[config.mk]
export PLATFORM = sky130hd
export DESIGN_NAME = regfile_dump_streamer
export DESIGN_NICKNAME = d
export VERILOG_FILES = /design/src/rtl/mips_debug_pkg.sv /design/src/rtl/word_byte_serializer.sv /design/src/rtl/regfile_dump_streamer.sv
export SDC_FILE = /design/constraint.sdc
export NUM_CORES = 1
export LEC_CHECK = 0
export ABC_AREA = 0
export CORE_UTILIZATION = 45
export DETAILED_ROUTE_END_ITERATION = 7
export HOLD_SLACK_MARGIN = 0.02
export PLACE_DENSITY = 0.77
export SLEW_MARGIN = 20
export SYNTH_ARGS = -nofsm -noshare
export SYNTH_HDL_FRONTEND = slang
export SYNTH_SLANG_ARGS = --single-unit
[constraint.sdc]
create_clock -name i_clock -period 5.82 [get_ports i_clock]
set_input_delay 1.164 -clock i_clock [delete_from_list [all_inputs] [get_ports i_clock]]
set_output_delay 1.164 -clock i_clock [all_outputs]
set_load 0.02 [all_outputs]
[src/rtl/mips_debug_pkg.sv]
// rtl/mips_debug_pkg.sv - shared constants and FSM encoding for the register-file dump streamer
package mips_debug_pkg;

    localparam logic [7:0] SYNC_BYTE_DEF  = 8'hA5;
    localparam int         NUM_REGS_DEF   = 32;
    localparam int         BYTES_PER_WORD = 5;
    localparam int         FRAME_BYTES    = 1 + NUM_REGS_DEF * BYTES_PER_WORD;

    typedef enum logic [2:0] {
        ST_IDLE = 3'd0,
        ST_SYNC = 3'd1,
        ST_LOAD = 3'd2,
        ST_SEND = 3'd3,
        ST_DONE = 3'd4
    } dump_state_t;

endpackage

[src/rtl/word_byte_serializer.sv]
// rtl/word_byte_serializer.sv - emits {index, word[31:24..7:0]} as five bytes over valid/ready
module word_byte_serializer
    import mips_debug_pkg::*;
#(
    parameter int ADDR_W = 5
) (
    input  logic              i_clock,
    input  logic              i_reset,
    input  logic              i_load,
    input  logic [ADDR_W-1:0] i_index,
    input  logic [31:0]       i_word,
    output logic [7:0]        o_tx_data,
    output logic              o_tx_valid,
    input  logic              i_tx_ready,
    output logic              o_last_accept
);

    logic [39:0] r_shift;
    logic [2:0]  r_cnt;
    logic        r_valid;
    logic        w_accept;
    logic        w_last;

    assign w_accept      = r_valid & i_tx_ready;
    assign w_last        = w_accept && (r_cnt == 3'(BYTES_PER_WORD - 1));
    assign o_tx_data     = r_shift[39:32];
    assign o_tx_valid    = r_valid;
    assign o_last_accept = w_last;

    // The outgoing byte is always the top of the shift register, so it only moves on an accept.
    always_ff @(posedge i_clock) begin
        if (i_reset) begin
            r_shift <= '0;
            r_cnt   <= '0;
            r_valid <= 1'b0;
        end else if (i_load) begin
            r_shift <= {{(8-ADDR_W){1'b0}}, i_index, i_word};
            r_cnt   <= '0;
            r_valid <= 1'b1;
        end else if (w_accept) begin
            if (w_last) begin
                r_valid <= 1'b0;
            end else begin
                r_shift <= {r_shift[31:0], 8'h00};
                r_cnt   <= r_cnt + 3'd1;
            end
        end
    end

endmodule

[src/rtl/regfile_dump_streamer.sv]
// rtl/regfile_dump_streamer.sv - walks the register file via a read port and streams a byte frame
module regfile_dump_streamer
    import mips_debug_pkg::*;
#(
    parameter int         NUM_REGS  = NUM_REGS_DEF,
    parameter int         ADDR_W    = 5,
    parameter logic [7:0] SYNC_BYTE = SYNC_BYTE_DEF
) (
    input  logic              i_clock,
    input  logic              i_reset,
    input  logic              i_start,
    output logic              o_busy,
    output logic              o_done,
    output logic [ADDR_W-1:0] o_dbg_addr,
    input  logic [31:0]       i_dbg_data,
    output logic [7:0]        o_tx_data,
    output logic              o_tx_valid,
    input  logic              i_tx_ready
);

    localparam logic [ADDR_W-1:0] LAST_INDEX = ADDR_W'(NUM_REGS - 1);

    dump_state_t       r_state;
    logic [ADDR_W-1:0] r_index;
    logic [ADDR_W-1:0] r_dbg_addr;
    logic              r_busy;
    logic              r_done;
    logic              r_sync_valid;

    logic              w_load;
    logic [7:0]        w_ser_data;
    logic              w_ser_valid;
    logic              w_ser_last;

    assign w_load = (r_state == ST_LOAD);

    word_byte_serializer #(
        .ADDR_W (ADDR_W)
    ) u_serializer (
        .i_clock       (i_clock),
        .i_reset       (i_reset),
        .i_load        (w_load),
        .i_index       (r_index),
        .i_word        (i_dbg_data),
        .o_tx_data     (w_ser_data),
        .o_tx_valid    (w_ser_valid),
        .i_tx_ready    (i_tx_ready),
        .o_last_accept (w_ser_last)
    );

    // SYNC byte and word bytes come from separate registers that are never valid together.
    assign o_tx_valid = r_sync_valid | w_ser_valid;
    assign o_tx_data  = r_sync_valid ? SYNC_BYTE : w_ser_data;
    assign o_busy     = r_busy;
    assign o_done     = r_done;
    assign o_dbg_addr = r_dbg_addr;

    always_ff @(posedge i_clock) begin
        if (i_reset) begin
            r_state      <= ST_IDLE;
            r_index      <= '0;
            r_dbg_addr   <= '0;
            r_busy       <= 1'b0;
            r_done       <= 1'b0;
            r_sync_valid <= 1'b0;
        end else begin
            case (r_state)
                ST_IDLE: begin
                    if (i_start) begin
                        r_state      <= ST_SYNC;
                        r_busy       <= 1'b1;
                        r_index      <= '0;
                        r_dbg_addr   <= '0;
                        r_sync_valid <= 1'b1;
                    end
                end
                ST_SYNC: begin
                    if (r_sync_valid && i_tx_ready) begin
                        r_sync_valid <= 1'b0;
                        r_state      <= ST_LOAD;
                    end
                end
                ST_LOAD: begin
                    r_state <= ST_SEND;
                end
                ST_SEND: begin
                    if (w_ser_last) begin
                        if (r_index == LAST_INDEX) begin
                            r_state <= ST_DONE;
                            r_busy  <= 1'b0;
                            r_done  <= 1'b1;
                        end else begin
                            // Address moves one cycle ahead of the LOAD that samples it.
                            r_index    <= r_index + 1'b1;
                            r_dbg_addr <= r_index + 1'b1;
                            r_state    <= ST_LOAD;
                        end
                    end
                end
                ST_DONE: begin
                    r_done  <= 1'b0;
                    r_state <= ST_IDLE;
                end
                default: begin
                    r_state <= ST_IDLE;
                end
            endcase
        end
    end

endmodule

==> run_results.csv, run 1 <==
group,metric,value,unit
layout,fin_util,58.29,%
logic_synthesis,netlist_instances,265,
drt,drc,0,
cts,clock-sinks,55,
floorplan,rows,26,
logic_synthesis,yosys.cell_types.count,39,
logic_synthesis,ys_warn_count,0,
cts,cts_tree,"yes",
layout,final_cell_mix,"dfxtp_1, nor2_1, clkdlybuf4s50_1",
sta,tightestPinTransition,0.9730,ns
cts,hold_buffers,0,
logic_synthesis,async_flop_share,0,%
setup_path,setup.worst_path.start,"r_sync_valid$_SDFFE_PP0P_",
floorplan,die_area,0.005829,mm²
global_routing,grt_pass1_wl,8597,µm
cts,cts_root_buf,"clkbuf_8",
global_routing,grt_overflow,0,
global_routing,grt_start_max_net_pins,59,
sta,hold_violations,0,
placement,gp_congestion,0.7695,
drt,dr.first_iter.drc_count,97,
sta,slew_viol_final,0,
power,p_per_area,223.8,mW/mm²
setup_path,cp_top_family,"flip-flops",
setup_path,crit_end,"o_tx_data[7]",
logic_synthesis,synth_nets,305,
logic_synthesis,synth_seq_cells,55,
layout,fin_nets,344,
cts,numCtsBuffers,5,
cts,cts.repair.resized,0,
sta,fmax,349.4,MHz
drt,routed_via_density,5.216,
layout,diodes,0,
setup_path,worst_path_max_delay_cell,"dfxtp_1",
cts,cts_setup_buffers,0,
layout,drive_gt1_share,6.230,%
sta,setup_viol,0,
setup_path,rr_endpoint,"o_dbg_addr[2]$_SDFFE_PP0P_",
power,vdd_drop_max,0.0001294,V
drt,drtPass1Iterations,4,
setup_path,crit_buf_inv,1,
sta,clock_skew,0.004465,ns
logic_synthesis,synth-seq-area-share,44.27,%
cts,path_clk_slew,0.09,ns
drt,wire_per_inst,13.47,µm
setup_path,path_cells,"or2_2, clkdlybuf4s50_1",
placement,placed_cell_area,0.002953,mm²
global_routing,grt_util_all_layers,18.23,%
global_routing,antenna_found_initial,0,
logic_synthesis,synth_edf_count,0,
setup_path,cp.required,4.66,ns
status,status,"finished, final reports clean",
setup_path,path_class,"reg -> out",
setup_path,rr_startpoint,"o_dbg_addr[0]$_SDFFE_PP0P_",
logic_synthesis,syn_area_per_cell,9.386,µm²
layout,final_area,0.003034,mm²
sta,fin_setup_tns,0,ns
floorplan,initial_core_util,47.79,%
setup_path,critPathArrivalTime,1.70,ns
floorplan,dieWidth,76.35,µm
cts,clock_latency,0.30,ns
placement,dp.cells,367,
setup_path,cp_max_fo,13,
sta,post-route-min-period,2.862,ns
drt,wl,5051,µm
floorplan,core_area,0.005205,mm²
setup_path,max_stage_delay,0.60,ns
setup_path,worstSetupStartpointType,"register",
setup_path,critPathCaptureType,"output port",
drt,vias,1956,
run,max_cap_viol_count,0,
cts,htreeDepth,2,
layout,instances_no_fill,375,
setup_path,worst-r2r-setup-slack,3.70,ns
sta,max_slew_margin,34.90,%
setup_path,critical_path_depth,2,
placement,portBuffers,51,
floorplan,die_h,76.35,µm
logic_synthesis,synth_ff_type,"dfxtp_1",
worst_hold_path,hp-class,"reg -> reg",
placement,dp_hpwl,3456,µm
logic_synthesis,netlist_area,0.002487,mm²
global_routing,grt_pass1_vias,1838,
drt,ant_nets,0,
layout,fillers,483,
sta,rsz0062_at_grt,"no",
layout,final_common_cell,"dfxtp_1",
layout,areaGrowthSynthToFinish,21.98,%
cts,cts_buffer_depth,2,
power,leakagePower,0.001048,µW
setup_path,rr_worst_depth,6,
floorplan,ios,52,
sta,fin_crit_sh,49.18,%
## cell type report
type / instances / area [µm²] / share of cell area (%)
Timing Repair Buffer: 53 / 525.5 / 17.32
Multi-Input combinational cell: 183 / 1216 / 40.08
Clock inverter: 1 / 5.005 / 0.1649
Tap cell: 70 / 87.58 / 2.887
Sequential cell: 55 / 1101 / 36.29
Inverter: 6 / 22.52 / 0.7423
Clock buffer: 7 / 76.32 / 2.515
## cells by family (layout without fill, tap and decap cells)
| family | Yosys count | after routing | share of synthesized area (%) |
|---|---|---|---|
| AOI/OAI and AO/OA | 57 | 57 | 17.00 |
| xor gates and xnor gates | 2 | 2 | 0.7044 |
| adders and majority gates | 4 | 4 | 2.012 |
| buffers and inverters | 27 | 67 | 6.941 |
| DFF | 55 | 55 | 44.27 |
| muxes | 32 | 32 | 12.88 |
| and+or+nand+nor | 88 | 88 | 16.20 |
## cell usage after synthesis, types with 3 or more instances
cell       n  area share [%]
a211oi_1  29             8.8
a21oi_1    5             1.0
a22oi_1    8             2.4
buf_12     4             3.2
buf_2      5             1.0
clkbuf_1  11             1.7
dfxtp_1   55              44
ha_1       4             2.0
inv_1      6            0.91
mux2i_1   32              13
nand2_1    6            0.91
nand2b_1   3            0.75
nand3_1    6             1.2
nor2_1    53             8.0
nor2b_1    4             1.0
or2_2      6             1.5
## registers in the layout, indices dropped and copies added, names as in the netlist
signal,count
u_serializer.r_shift,40
o_dbg_addr,5
r_state,3
u_serializer.r_cnt,3
o_busy,1
o_done,1
r_sync_valid,1
u_serializer.o_tx_valid,1
## per-layer routing
layer / track usage (%) / up-vias / wire length [µm]
li1: - / 1019 / -
met1: 24.74 / 892 / 2479
met2: 29.10 / 40 / 2344
met3: 3.832 / 5 / 181
met4: 5.192 / 0 / 46
met5: 0 / - / 0
## worst min-delay path by stage
stage                                                      from                                     to  slack [ns]  cells after the start
after CTS                                   o_busy$_SDFFE_PP0P_                    o_busy$_SDFFE_PP0P_        0.48                      2
after floorplan           u_serializer.r_shift[39]$_SDFFE_PP0P_  u_serializer.r_shift[39]$_SDFFE_PP0P_        0.45                      2
after global placement                      o_busy$_SDFFE_PP0P_                    o_busy$_SDFFE_PP0P_        0.45                      2
after global routing                        o_busy$_SDFFE_PP0P_                    o_busy$_SDFFE_PP0P_        0.50                      2
final                                       o_busy$_SDFFE_PP0P_                    o_busy$_SDFFE_PP0P_        0.48                      2
after detailed placement                    o_busy$_SDFFE_PP0P_                    o_busy$_SDFFE_PP0P_        0.47                      2
## through the flow
| stage | total power [µW] | worst slack, ns | hold slack (ns) |
|---|---|---|---|
| final | 679.0 | 2.958 | 0.4802 |
| after global routing | 711.4 | 2.887 | 0.5032 |
| after CTS | 682.4 | 2.957 | 0.4811 |
| after detailed placement | 484.3 | 2.816 | 0.4670 |
| after global placement | 483.1 | 2.850 | 0.4535 |
| after floorplan | 444.1 | 3.690 | 0.4516 |
## power breakdown
group	leakage (µW)	switching (µW)	internal, µW
sequential	0.000445	9.39	386
combinational	0.000561	34.4	45.8
clock	0.0000422	119	84.8
## worst register-to-register path, delay by kind of cell, from the launching register on
family	cells	cell delay, ns
AOI/OAI and AO/OA	3	0.95
adders and majority gates	2	0.49
DFF	1	0.37
and+or+nand+nor	1	0.19
No activity file was read; power rests on OpenSTA's default activity.
==> run 2: changes to the inputs <==
--- a/config.mk
+++ b/config.mk
@@ -9,7 +9,7 @@
 export CORE_UTILIZATION = 45
 export DETAILED_ROUTE_END_ITERATION = 7
 export HOLD_SLACK_MARGIN = 0.02
-export PLACE_DENSITY = 0.77
+export PLACE_DENSITY = 0.8
 export SLEW_MARGIN = 20
 export SYNTH_ARGS = -nofsm -noshare
 export SYNTH_HDL_FRONTEND = slang
==> constraint.sdc (replaced) <==
create_clock -name i_clock -period 2.35 [get_ports i_clock]
set_input_delay 0.47 -clock i_clock [delete_from_list [all_inputs] [get_ports i_clock]]
set_output_delay 0.47 -clock i_clock [all_outputs]
set_load 0.02 [all_outputs]
==> run 2 against run 1 <==
Critical path depth is the same. Worst setup slack lost 2.8 ns. Count of clock-buffer cells in the layout shrank 2. Sequential power grew 150%. Cell area grew 2.7%. Largest cell class unchanged. Highest routed layer unchanged.
==> run_results.csv, run 2 (synthesis results as in run 1) <==
group,metric,value,unit
placement,gp_congestion,0.8341,
placement,portBuffers,51,
cts,clock-sinks,55,
setup_path,cp_max_fo,13,
status,status,"finished, final reports clean",
placement,dp_hpwl,3693,µm
power,power_switching,430.2,µW
setup_path,cp.required,1.88,ns
global_routing,grt_util_all_layers,18.92,%
sta,clock_skew,0.01213,ns
setup_path,cp_top_family,"flip-flops",
cts,path_clk_slew,0.10,ns
power,sw_frac_of_total,23.54,%
placement,placed_cell_area,0.003000,mm²
cts,cts_root_buf,"clkbuf_8",
sta,hold_ws,0.4789,ns
global_routing,antenna_found_initial,0,
worst_hold_path,hp-class,"reg -> reg",
cts,cts.repair.resized,0,
layout,regMostFlops,"u_serializer.r_shift",
global_routing,grt_pass1_wl,8990,µm
drt,ant_nets,0,
worst_hold_path,min_to,"o_busy$_SDFFE_PP0P_",
worst_hold_path,hold_depth,2,
layout,areaGrowthSynthToFinish,25.30,%
global_routing,grtUsageMet2,30.72,%
sta,hold_violations,0,
drt,routed_via_density,5.371,
setup_path,path_cells,"or2_2, clkdlybuf4s50_1",
floorplan,dieWidth,76.35,µm
layout,largest_reg_flops,40,
drt,drc,0,
cts,cts_setup_buffers,0,
sta,setup_viol,0,
run,max_cap_viol_count,0,
layout,final_cell_mix,"dfxtp_1, nor2_1, clkdlybuf4s50_1",
cts,htreeDepth,2,
power,p_int,1397,µW
sta,fmax,453.4,MHz
cts,cts_tree,"yes",
global_routing,grt_overflow,0,
power,p_per_area,586.4,mW/mm²
floorplan,rows,26,
floorplan,core_area,0.005205,mm²
power,seq_power_share,53.6,%
layout,diodes,0,
layout,fin_nets,349,
layout,drive_gt1_share,8.065,%
sta,fin_setup_tns,0,ns
floorplan,die_h,76.35,µm
setup_path,rr_startpoint,"o_dbg_addr[0]$_SDFFE_PP0P_",
cts,numCtsBuffers,5,
sta,max_slew_margin,64.09,%
global_routing,grt_pass1_vias,1945,
global_routing,grt_use_met3,4.192,%
cts,clock_latency,0.31,ns
floorplan,die_area,0.005829,mm²
setup_path,crit_buf_inv,1,
setup_path,worstSetupStartpointType,"register",
sta,fin_crit_sh,93.85,%
setup_path,worst_path_max_delay_cell,"dfxtp_1",
layout,fin_util,59.88,%
cts,hold_buffers,0,
global_routing,use_met1,25.13,%
power,pwr-share-clk,35.2,%
power,leakagePower,0.001091,µW
drt,wire_per_inst,13.96,µm
cts,cts_buffer_depth,2,
setup_path,worst-r2r-setup-slack,0.41,ns
setup_path,rr_endpoint,"o_dbg_addr[4]$_SDFFE_PP0P_",
drt,vias,2041,
sta,slew_viol_final,0,
drt,dr.first_iter.drc_count,103,
setup_path,critPathCaptureType,"output port",
setup_path,max_stage_delay,0.62,ns
power,vdd_drop_max,0.0002817,V
sta,post-route-min-period,2.206,ns
sta,tightestPinTransition,0.5386,ns
global_routing,grt_start_max_net_pins,59,
setup_path,path_class,"reg -> out",
drt,drtPass1Iterations,4,
sta,rsz0062_at_grt,"no",
floorplan,ios,52,
setup_path,rr_worst_depth,7,
global_routing,top_usage_layer,"met2",
layout,final_area,0.003117,mm²
drt,wl,5304,µm
power,p_comb_share,11.2,%
layout,final_common_cell,"dfxtp_1",
floorplan,initial_core_util,47.79,%
setup_path,critPathArrivalTime,1.74,ns
power,power.total,1828,µW
worst_hold_path,worstHoldStart,"o_busy$_SDFFE_PP0P_",
## run 2: changes by cell type in the layout (fill, tap and decap cells not counted), sizes merged
cell / delta
bufinv: +1
inv: +1
buf: +5
clkbuf: -2
## run 2: metrics by stage
stage / cells / setup slack (ns)
global placement: 372 / 0.2696
detailed placement: 372 / 0.2319
finish: 380 / 0.1444
floorplan: 265 / 0.4123
global route: 380 / 0.07640
CTS: 380 / 0.1173
## run 2: final cells by class
cell class,count,area [µm²]
tap,70,87.58
sequential,55,1101
fill,465,2088
inverter,6,22.52
clock inverter,3,47.55
clock buffer,5,68.82
timing repair buffer,58,575.6
multi-input combinational,183,1214
## run 2: routing by layer
layer	part of all wire, %	vias up
met4	0.66	0
met3	3.9	6
met1	49	956
li1	-	1025
met2	46	54
met5	0	-
## run 2: worst min-delay path, cell delays in order (launching register included)
cell and delay, ns:
dfxtp_1 0.32, inv_1 0.05, a221oi_1 0.06
## run 2: worst max path at each step
stage / start / end / slack (ns) / cells after the start
after floorplan: o_dbg_addr[0]$_SDFFE_PP0P_ / o_dbg_addr[2]$_SDFFE_PP0P_ / 0.41 / 6
after global placement: i_tx_ready / u_serializer.r_shift[30]$_SDFFE_PP0P_ / 0.27 / 6
after detailed placement: i_tx_ready / u_serializer.r_shift[9]$_SDFFE_PP0P_ / 0.23 / 6
after CTS: r_sync_valid$_SDFFE_PP0P_ / o_tx_data[7] / 0.12 / 2
after global routing: r_sync_valid$_SDFFE_PP0P_ / o_tx_data[7] / 0.08 / 2
final: r_sync_valid$_SDFFE_PP0P_ / o_tx_data[7] / 0.14 / 2
## run 2: power groups by stage
stage	clock network, µW	registers [µW]	logic [µW]
2_1_floorplan	0	988	112
3_3_place_gp	0	1000	203
3_5_place_dp	0	1000	205
4_1_cts	666	980	206
5_1_grt	698	983	222
6_report	643	979	205
==> run 3: changes to the inputs <==
--- a/config.mk
+++ b/config.mk
@@ -7,8 +7,10 @@
 export LEC_CHECK = 0
 export ABC_AREA = 0
 export CORE_UTILIZATION = 45
+export CTS_CLUSTER_SIZE = 16
 export DETAILED_ROUTE_END_ITERATION = 7
 export HOLD_SLACK_MARGIN = 0.02
+export MAX_ROUTING_LAYER = met4
 export PLACE_DENSITY = 0.8
 export SLEW_MARGIN = 20
 export SYNTH_ARGS = -nofsm -noshare
==> run 3 against run 2 <==
Global-route usage increased by 0.55 points. Critical path type unchanged. Sequential cell count is the same. Total power grew 0.10%. Largest power group unchanged. Non-clock buffer count is the same. Register-to-register slack is essentially flat. Utilization unchanged.
==> run_results.csv, run 3 (synthesis results as in run 1) <==
group,metric,value,unit
status,status,"finished, final reports clean",
floorplan,ios,52,
sta,slew_viol_final,0,
sta,fin_crit_sh,93.74,%
cts,cts_buffer_depth,2,
cts,clock_latency,0.31,ns
sta,fmax,454.0,MHz
drt,wire_per_inst,13.95,µm
global_routing,grt_util_all_layers,19.47,%
sta,rsz0062_at_grt,"no",
power,p_comb_share,11.2,%
layout,final_cell_mix,"dfxtp_1, nor2_1, clkdlybuf4s50_1",
layout,diodes,0,
setup_path,path_class,"reg -> out",
floorplan,die_h,76.35,µm
power,sw_frac_of_total,23.62,%
global_routing,grt_pass1_vias,1943,
setup_path,cp.required,1.88,ns
power,seq_power_share,53.5,%
worst_hold_path,min_to,"o_busy$_SDFFE_PP0P_",
power,vdd_drop_max,0.0002833,V
setup_path,cp_max_fo,13,
drt,dr.first_iter.drc_count,101,
floorplan,die_area,0.005829,mm²
cts,cts_tree,"yes",
cts,hold_buffers,0,
sta,tightestPinTransition,0.5334,ns
cts,cts_root_buf,"clkbuf_8",
sta,fin_setup_tns,0,ns
drt,vias,2051,
sta,hold_violations,0,
global_routing,grt_start_max_net_pins,59,
run,max_cap_viol_count,0,
worst_hold_path,worstHoldStart,"o_busy$_SDFFE_PP0P_",
floorplan,rows,26,
global_routing,antenna_found_initial,0,
power,p_per_area,586.9,mW/mm²
drt,routed_via_density,5.397,
global_routing,grt_overflow,0,
floorplan,initial_core_util,47.79,%
power,power_switching,432.0,µW
layout,areaGrowthSynthToFinish,25.30,%
placement,dp_hpwl,3693,µm
setup_path,rr_startpoint,"o_dbg_addr[0]$_SDFFE_PP0P_",
drt,drc,0,
layout,fin_nets,349,
placement,portBuffers,51,
cts,clock-sinks,55,
sta,setup_viol,0,
placement,gp_congestion,0.8469,
power,leakagePower,0.001091,µW
drt,ant_nets,0,
cts,path_clk_slew,0.10,ns
worst_hold_path,hold_depth,2,
cts,htreeDepth,2,
layout,regMostFlops,"u_serializer.r_shift",
sta,max_slew_margin,64.44,%
setup_path,critPathCaptureType,"output port",
cts,cts_setup_buffers,0,
drt,drtPass1Iterations,4,
cts,numCtsBuffers,5,
setup_path,rr_endpoint,"o_dbg_addr[4]$_SDFFE_PP0P_",
floorplan,core_area,0.005205,mm²
layout,largest_reg_flops,40,
setup_path,worstSetupStartpointType,"register",
drt,wl,5300,µm
power,power.total,1829,µW
global_routing,grt_pass1_wl,9039,µm
power,p_int,1397,µW
sta,clock_skew,0.01148,ns
setup_path,critPathArrivalTime,1.73,ns
floorplan,dieWidth,76.35,µm
worst_hold_path,hp-class,"reg -> reg",
setup_path,worst-r2r-setup-slack,0.41,ns
power,pwr-share-clk,35.2,%
cts,cts.repair.resized,0,
layout,final_common_cell,"dfxtp_1",
layout,drive_gt1_share,8.065,%
sta,post-route-min-period,2.203,ns
setup_path,rr_worst_depth,7,
run 3: cell counts in the layout (fill, tap and decap cells not counted):
No cell type changed its count.
run 3: per-layer routing:
metal	wire length, µm	vias to the layer above	GRT usage (%)
met3	199	10	4.192
met4	60	0	5.385
met5	0	-	-
met1	2612	957	24.98
li1	-	1027	-
met2	2428	57	30.90
run 3: worst max path at each step:
stage | startpoint | to | slack (ns) | cells past startpoint
5_1_grt | r_sync_valid$_SDFFE_PP0P_ | o_tx_data[7] | 0.08 | 2
3_5_place_dp | i_tx_ready | u_serializer.r_shift[9]$_SDFFE_PP0P_ | 0.23 | 6
6_report | r_sync_valid$_SDFFE_PP0P_ | o_tx_data[7] | 0.15 | 2
2_1_floorplan | o_dbg_addr[0]$_SDFFE_PP0P_ | o_dbg_addr[2]$_SDFFE_PP0P_ | 0.41 | 6
3_3_place_gp | i_tx_ready | u_serializer.r_shift[30]$_SDFFE_PP0P_ | 0.27 | 6
4_1_cts | r_sync_valid$_SDFFE_PP0P_ | o_tx_data[7] | 0.12 | 2
run 3: final cells by class:
cell class / instances / area (µm²)
clock inverter: 3 / 47.55
sequential: 55 / 1101
clock buffer: 5 / 68.82
tap: 70 / 87.58
inverter: 6 / 22.52
fill: 465 / 2088
timing repair buffer: 58 / 575.6
multi-input combinational: 183 / 1214
run 3: critical path, stage by stage (launching register included):
cell and delay, ns:
dfxtp_1 0.62, or2_2 0.21, clkdlybuf4s50_1 0.59
run 3: through the flow:
stage	hold slack [ns]	worst slack [ns]	area, µm²	cells	utilization, %
3_3_place_gp	0.4551	0.2696	3000	372	57.64
4_1_cts	0.4839	0.1173	3117	380	59.88
3_5_place_dp	0.4676	0.2319	3000	372	57.64
2_1_floorplan	0.4516	0.4123	2487	265	-
6_report	0.4797	0.1472	3117	380	59.88
5_1_grt	0.4971	0.07640	3117	380	59.88
run 3: power groups by stage:
stage / registers (µW) / clock network [µW] / logic, µW
final: 979 / 645 / 205
after global routing: 983 / 698 / 222
after CTS: 980 / 666 / 206
after detailed placement: 1000 / 0 / 205
after global placement: 1000 / 0 / 203
after floorplan: 988 / 0 / 112
